### src/rtl/addsub_acc.sv
// Accumulating front end for the addsub datapath: a valid/ready op stream updates
// an accumulator, and each result is captured with flags in a one-entry output buffer.

module addsub #(
  parameter int WIDTH = 8
) (
  input  logic [WIDTH-1:0] a,
  input  logic [WIDTH-1:0] b,
  input  logic             add_sub,
  output logic [WIDTH-1:0] y,
  output logic             carry,
  output logic             overflow
);
  logic [WIDTH:0] full;

  // The extra top bit is the carry-out on add and the borrow on subtract.
  always_comb begin
    if (add_sub) full = {1'b0, a} + {1'b0, b};
    else         full = {1'b0, a} - {1'b0, b};
    y     = full[WIDTH-1:0];
    carry = full[WIDTH];
    if (add_sub) overflow = (a[WIDTH-1] == b[WIDTH-1]) && (y[WIDTH-1] != a[WIDTH-1]);
    else         overflow = (a[WIDTH-1] != b[WIDTH-1]) && (y[WIDTH-1] != a[WIDTH-1]);
  end
endmodule

module addsub_acc #(
  parameter int WIDTH = 8
) (
  input  logic             clk,
  input  logic             reset,
  input  logic             in_valid,
  output logic             in_ready,
  input  logic [1:0]       op,
  input  logic [WIDTH-1:0] operand,
  output logic             out_valid,
  input  logic             out_ready,
  output logic [WIDTH-1:0] result,
  output logic             carry,
  output logic             overflow,
  output logic             zero,
  output logic [WIDTH-1:0] acc,
  output logic [7:0]       count
);
  typedef enum logic [1:0] {
    OP_CLR  = 2'b00,
    OP_LOAD = 2'b01,
    OP_ADD  = 2'b10,
    OP_SUB  = 2'b11
  } op_e;

  op_e op_s;
  assign op_s = op_e'(op);

  logic [WIDTH-1:0] acc_q, acc_d;
  logic [WIDTH-1:0] result_q, result_d;
  logic             carry_q, carry_d;
  logic             overflow_q, overflow_d;
  logic             zero_q, zero_d;
  logic             out_valid_q, out_valid_d;
  logic [7:0]       count_q, count_d;

  logic [WIDTH-1:0] as_y;
  logic             as_carry;
  logic             as_overflow;
  logic             accept;

  addsub #(.WIDTH(WIDTH)) u_addsub (
    .a        (acc_q),
    .b        (operand),
    .add_sub  (op_s != OP_SUB),
    .y        (as_y),
    .carry    (as_carry),
    .overflow (as_overflow)
  );

  // A full buffer frees up in the same cycle the consumer takes it.
  assign in_ready = !out_valid_q || out_ready;
  assign accept   = in_valid && in_ready;

  // NOTE: every signal gets a hold default first so no path through this block infers a latch.
  always_comb begin
    acc_d       = acc_q;
    result_d    = result_q;
    carry_d     = carry_q;
    overflow_d  = overflow_q;
    zero_d      = zero_q;
    out_valid_d = out_valid_q;
    count_d     = count_q;

    if (accept) begin
      out_valid_d = 1'b1;
      count_d     = (count_q == 8'hFF) ? 8'hFF : count_q + 8'd1;
      unique case (op_s)
        OP_CLR: begin
          acc_d      = '0;
          carry_d    = 1'b0;
          overflow_d = 1'b0;
          count_d    = 8'd1;
        end
        OP_LOAD: begin
          acc_d      = operand;
          carry_d    = 1'b0;
          overflow_d = 1'b0;
        end
        OP_ADD, OP_SUB: begin
          acc_d      = as_y;
          carry_d    = as_carry;
          overflow_d = as_overflow;
        end
        default: ;
      endcase
      result_d = acc_d;
      zero_d   = (acc_d == '0);
    end else if (out_valid_q && out_ready) begin
      out_valid_d = 1'b0;
    end
  end

  // NOTE: state registers use non-blocking assignments so every flop samples pre-edge values.
  always_ff @(posedge clk or posedge reset) begin
    if (reset) begin
      acc_q       <= '0;
      result_q    <= '0;
      carry_q     <= 1'b0;
      overflow_q  <= 1'b0;
      zero_q      <= 1'b0;
      out_valid_q <= 1'b0;
      count_q     <= 8'd0;
    end else begin
      acc_q       <= acc_d;
      result_q    <= result_d;
      carry_q     <= carry_d;
      overflow_q  <= overflow_d;
      zero_q      <= zero_d;
      out_valid_q <= out_valid_d;
      count_q     <= count_d;
    end
  end

  assign acc       = acc_q;
  assign result    = result_q;
  assign carry     = carry_q;
  assign overflow  = overflow_q;
  assign zero      = zero_q;
  assign out_valid = out_valid_q;
  assign count     = count_q;
endmodule

### config.mk
export PLATFORM = sky130hd
export DESIGN_NAME = addsub_acc
export DESIGN_NICKNAME = d
export VERILOG_FILES = /design/src/rtl/addsub_acc.sv
export SDC_FILE = /design/constraint.sdc
export NUM_CORES = 1
export LEC_CHECK = 0
export CORE_UTILIZATION = 40
export CTS_BUF_LIST = sky130_fd_sc_hd__clkbuf_4
export CTS_CLUSTER_DIAMETER = 40
export CTS_CLUSTER_SIZE = 20
export DETAILED_ROUTE_END_ITERATION = 12
export PLACE_DENSITY = 0.68
export RECOVER_POWER = 25
export SLEW_MARGIN = 20
export SYNTH_ARGS = -nofsm -noshare
export SYNTH_HDL_FRONTEND = slang
export SYNTH_SLANG_ARGS = --single-unit
### constraint.sdc
create_clock -name clk -period 2.5 [get_ports clk]
set_input_delay 0.5 -clock clk [delete_from_list [all_inputs] [get_ports clk]]
set_output_delay 0.5 -clock clk [all_outputs]
set_load 0.05 [all_outputs]
==> key figures <==
Critical path
  • Crit-path cells: buf_8 > buf_6 > nor3_4 > nor2_1 > xor2_1 > ha_1 > a211oi_2 > a21oi_2 > or3_1 > a32o_2 > o41ai_2
  • R2R depth: 7
  • Slowest stage cell, crit path: ha_1
  • CP endpoint kind: flip-flop
  • CP Data Required Time: 2690 ps
  • RR Startpoint: result[0]$_DFFE_PP0P_
  • Worst Setup SP: operand[1]
  • Critical path class: input port to flip-flop
  • Critical path fanouts, max: 4
  • Crit path largest cell delay: 320 ps
  • Worst Setup Start Kind: input port
  • CP Data Arrival Time: 2740 ps

GRT
  • Largest net degree at the start of global routing: 21
  • GRT Total Usage: 0.238
  • Vias in the first global route: 1739
  • Grt ovf: 0
  • First-pass GRT wire length: 7820 um
  • Antenna violations before repair: 0

Layout
  • Most frequent cells in the layout: buf_4, clkdlybuf4s50_1, nor2_1, dfrtp_1, nand2_1
  • Most common cell after layout, fill and taps aside: buf_4
  • Share of cells above drive strength 1: 0.337
  • # diodes: 0
  • Layout Nets: 283
  • P&R area growth vs syn: 58.5%
  • Post-Layout Cell Count: 303
  • Register area: approximately 500 sq um
  • Area of the multi-input gates: 1100 sq um
  • Fillers: 304

Routing
  • DR WL/cell: 16.1 um
  • Metal2 WL: about 2400 um
  • DRC violations left: 0
  • WL final: 4870 um
  • DR top layer: met4
  • DR vias/cell: between 5 and 6
  • Vias: 1706
  • Met1 Routed Length: ~2200 um
  • DRT antenna net count: 0
  • Metal3 WL: 219 um
  • DRT iter0 DRCs: 76
  • Drt first pass iters: 4

Clock network
  • TritonCTS clock tree: done
  • Clock slew at reported path FFs: 110 ps
  • Num CTS Buffers: 3
  • CTS root buf: clkbuf_4
  • Worst-Skew Late Latency: 290 ps
  • Clk buf depth: 2
  • Clk sinks: 20
  • H-tree levels: 1
  • CTS Hold Buffers Added: 0

Yosys
  • Avg Inst Size Synth: 8.69 sq um
  • Flops & latches, synth: 20
  • Post-synth EDFFs: 0
  • Compound-Gate Fraction of Synth Area: 0.241
  • Post-synthesis simple-gate area fraction: 0.182
  • Cells after Synth: 180
  • Largest family of logic cells by synthesized area: compound AO/OA/AOI/OAI gates
  • Primary FF master, synth: dfrtp_1
  • Seq/Total Area, Yosys: 0.320
  • XOR/XNOR Fraction of Synth Area: 0.0616
  • Syn. warnings: 0
  • Synth Area in Adders: 0.101
  • Synthesized area: approximately 1600 sq um
  • Mux cell area share after synthesis: 0.0288
  • Ys async rst share: 1.00
  • Distinct cells, synth: 42
  • Syn Nets: between 200 and 250

Timing
  • Clock skew: roughly 3.9 ps
  • RSZ-0062 raised after global routing: yes
  • Worst slew pin tran: 809 ps
  • Worst setup margin: -44.5 ps
  • Tmin final: roughly 2500 ps
  • Final Hold Vio Count: 0
  • Final setup fails: 3
  • Final Max Tran Viols: 0
  • Final Cycle Share: 1.02
  • Slew margin rel.: 0.460
  • Achievable frequency: ~400 MHz
  • Hold WS: approximately 500 ps

Placed design
  • DP HPWL: 3330 um
  • Cells after DPL: ~280
  • IO buf count: 42
  • GPL Wtd Cong: 0.850

Die
  • Die area: 4160 sq um
  • Die Height: 64.5 um
  • Die Width: 64.5 um
  • Number of I/O pins: 43
  • Starting Density: 0.421
  • Core area: 3720 sq um
  • # rows: 22

Power and ir drop
  • VDD IR max: 0.453 mV
  • Pwr dens: 937 nW/um^2
  • Tot Pwr: around 2300 uW
  • Leakage: between 0.001 and 0.0015 uW

Run status
  • Status: finished, violations left
  • Violated checks: setup timing

Hold path
  • Worst hold start: overflow$_DFFE_PP0P_
  • HP Class: flip-flop to flip-flop
  • Worst hold stages: 1

Flow run
  • Maxcap violations: 0
==> cells by family (layout without fill, tap and decap cells) <==
family	Yosys count	after routing
simple gates	60	60
fa+ha+maj	12	12
buf+inv	19	94
flops	20	20
mux	4	4
xor+xnor	11	11
compound gates	54	54
==> layer usage <==
| metal | GRT usage | vias up |
|---|---|---|
| li1 | - | 804 |
| met1 | 0.314 | 832 |
| met2 | 0.409 | 64 |
| met3 | 0.0246 | 6 |
| met4 | 0.0667 | 0 |
| met5 | 0 | - |
==> final timing paths <==
check	to	slack [ps]
min in group asynchronous	result[4]$_DFFE_PP0P_	790
setup reg to reg	zero$_DFFE_PP0P_	210
setup / recovery	zero$_DFFE_PP0P_	-40
hold reg to reg	overflow$_DFFE_PP0P_	500
hold / removal	overflow$_DFFE_PP0P_	500
max in group asynchronous	zero$_DFFE_PP0P_	1210
==> critical path: cells and delay by family <==
| kind | cells | cell delay [ps] |
|---|---|---|
| fa+ha+maj | 1 | 320 |
| buf+inv | 2 | 220 |
| compound gates | 4 | 910 |
| simple gates | 3 | 570 |
| xor+xnor | 1 | 210 |
==> metrics by stage <==
stage | area, sq um | setup slack [ps] | util | TNS [ps]
detailed placement | 2210 | -716 | 0.596 | -4580
floorplan | 1610 | -92.0 | - | -218
global route | 2480 | -89.5 | 0.667 | -265
finish | 2480 | -44.5 | 0.667 | -87.5
CTS | 2410 | -37.2 | 0.648 | -54.4
global placement | 2210 | -650 | 0.596 | -4050
==> sequential cells by signal, summed over array words and instances (netlist names) <==
name,cells
carry,1
count,8
out_valid,1
overflow,1
result,8
zero,1
==> synth_stat cells (3+ instances only) <==
master | n | area share
nor3_1 | 3 | 0.0096
nand4_1 | 4 | 0.016
nand3_1 | 5 | 0.016
a21oi_1 | 13 | 0.042
a22o_1 | 3 | 0.017
and3_1 | 4 | 0.016
xor2_1 | 9 | 0.050
clkbuf_1 | 3 | 0.0072
inv_1 | 6 | 0.014
buf_4 | 8 | 0.038
ha_1 | 11 | 0.088
o21ai_0 | 11 | 0.035
dfrtp_1 | 20 | 0.32
nand2_1 | 12 | 0.029
nor2_1 | 21 | 0.050
o211ai_1 | 4 | 0.019
mux2_2 | 4 | 0.029
nand2b_1 | 4 | 0.016
==> cell type report <==
| type | count | share of cell area |
|---|---|---|
| Tap cell | 48 | 0.0242 |
| Inverter | 6 | 0.0111 |
| Timing Repair Buffer | 85 | 0.308 |
| Multi-Input combinational cell | 141 | 0.445 |
| Clock buffer | 3 | 0.00909 |
| Sequential cell | 20 | 0.202 |
==> power by group <==
part           switching [uW]  leakage [uW]  internal (uW)
clock network            94.0     0.0000138           56.0
registers                 118      0.000254            409
logic                     949      0.000859            696
total                    1160       0.00113           1160
==> what timing repair did <==
item	in CTS	in global routing
resized for setup	45	20
pin swaps	19	23
setup endpoints to repair	7	6
setup buffers	16	2
No activity file was read; power rests on OpenSTA's default activity.
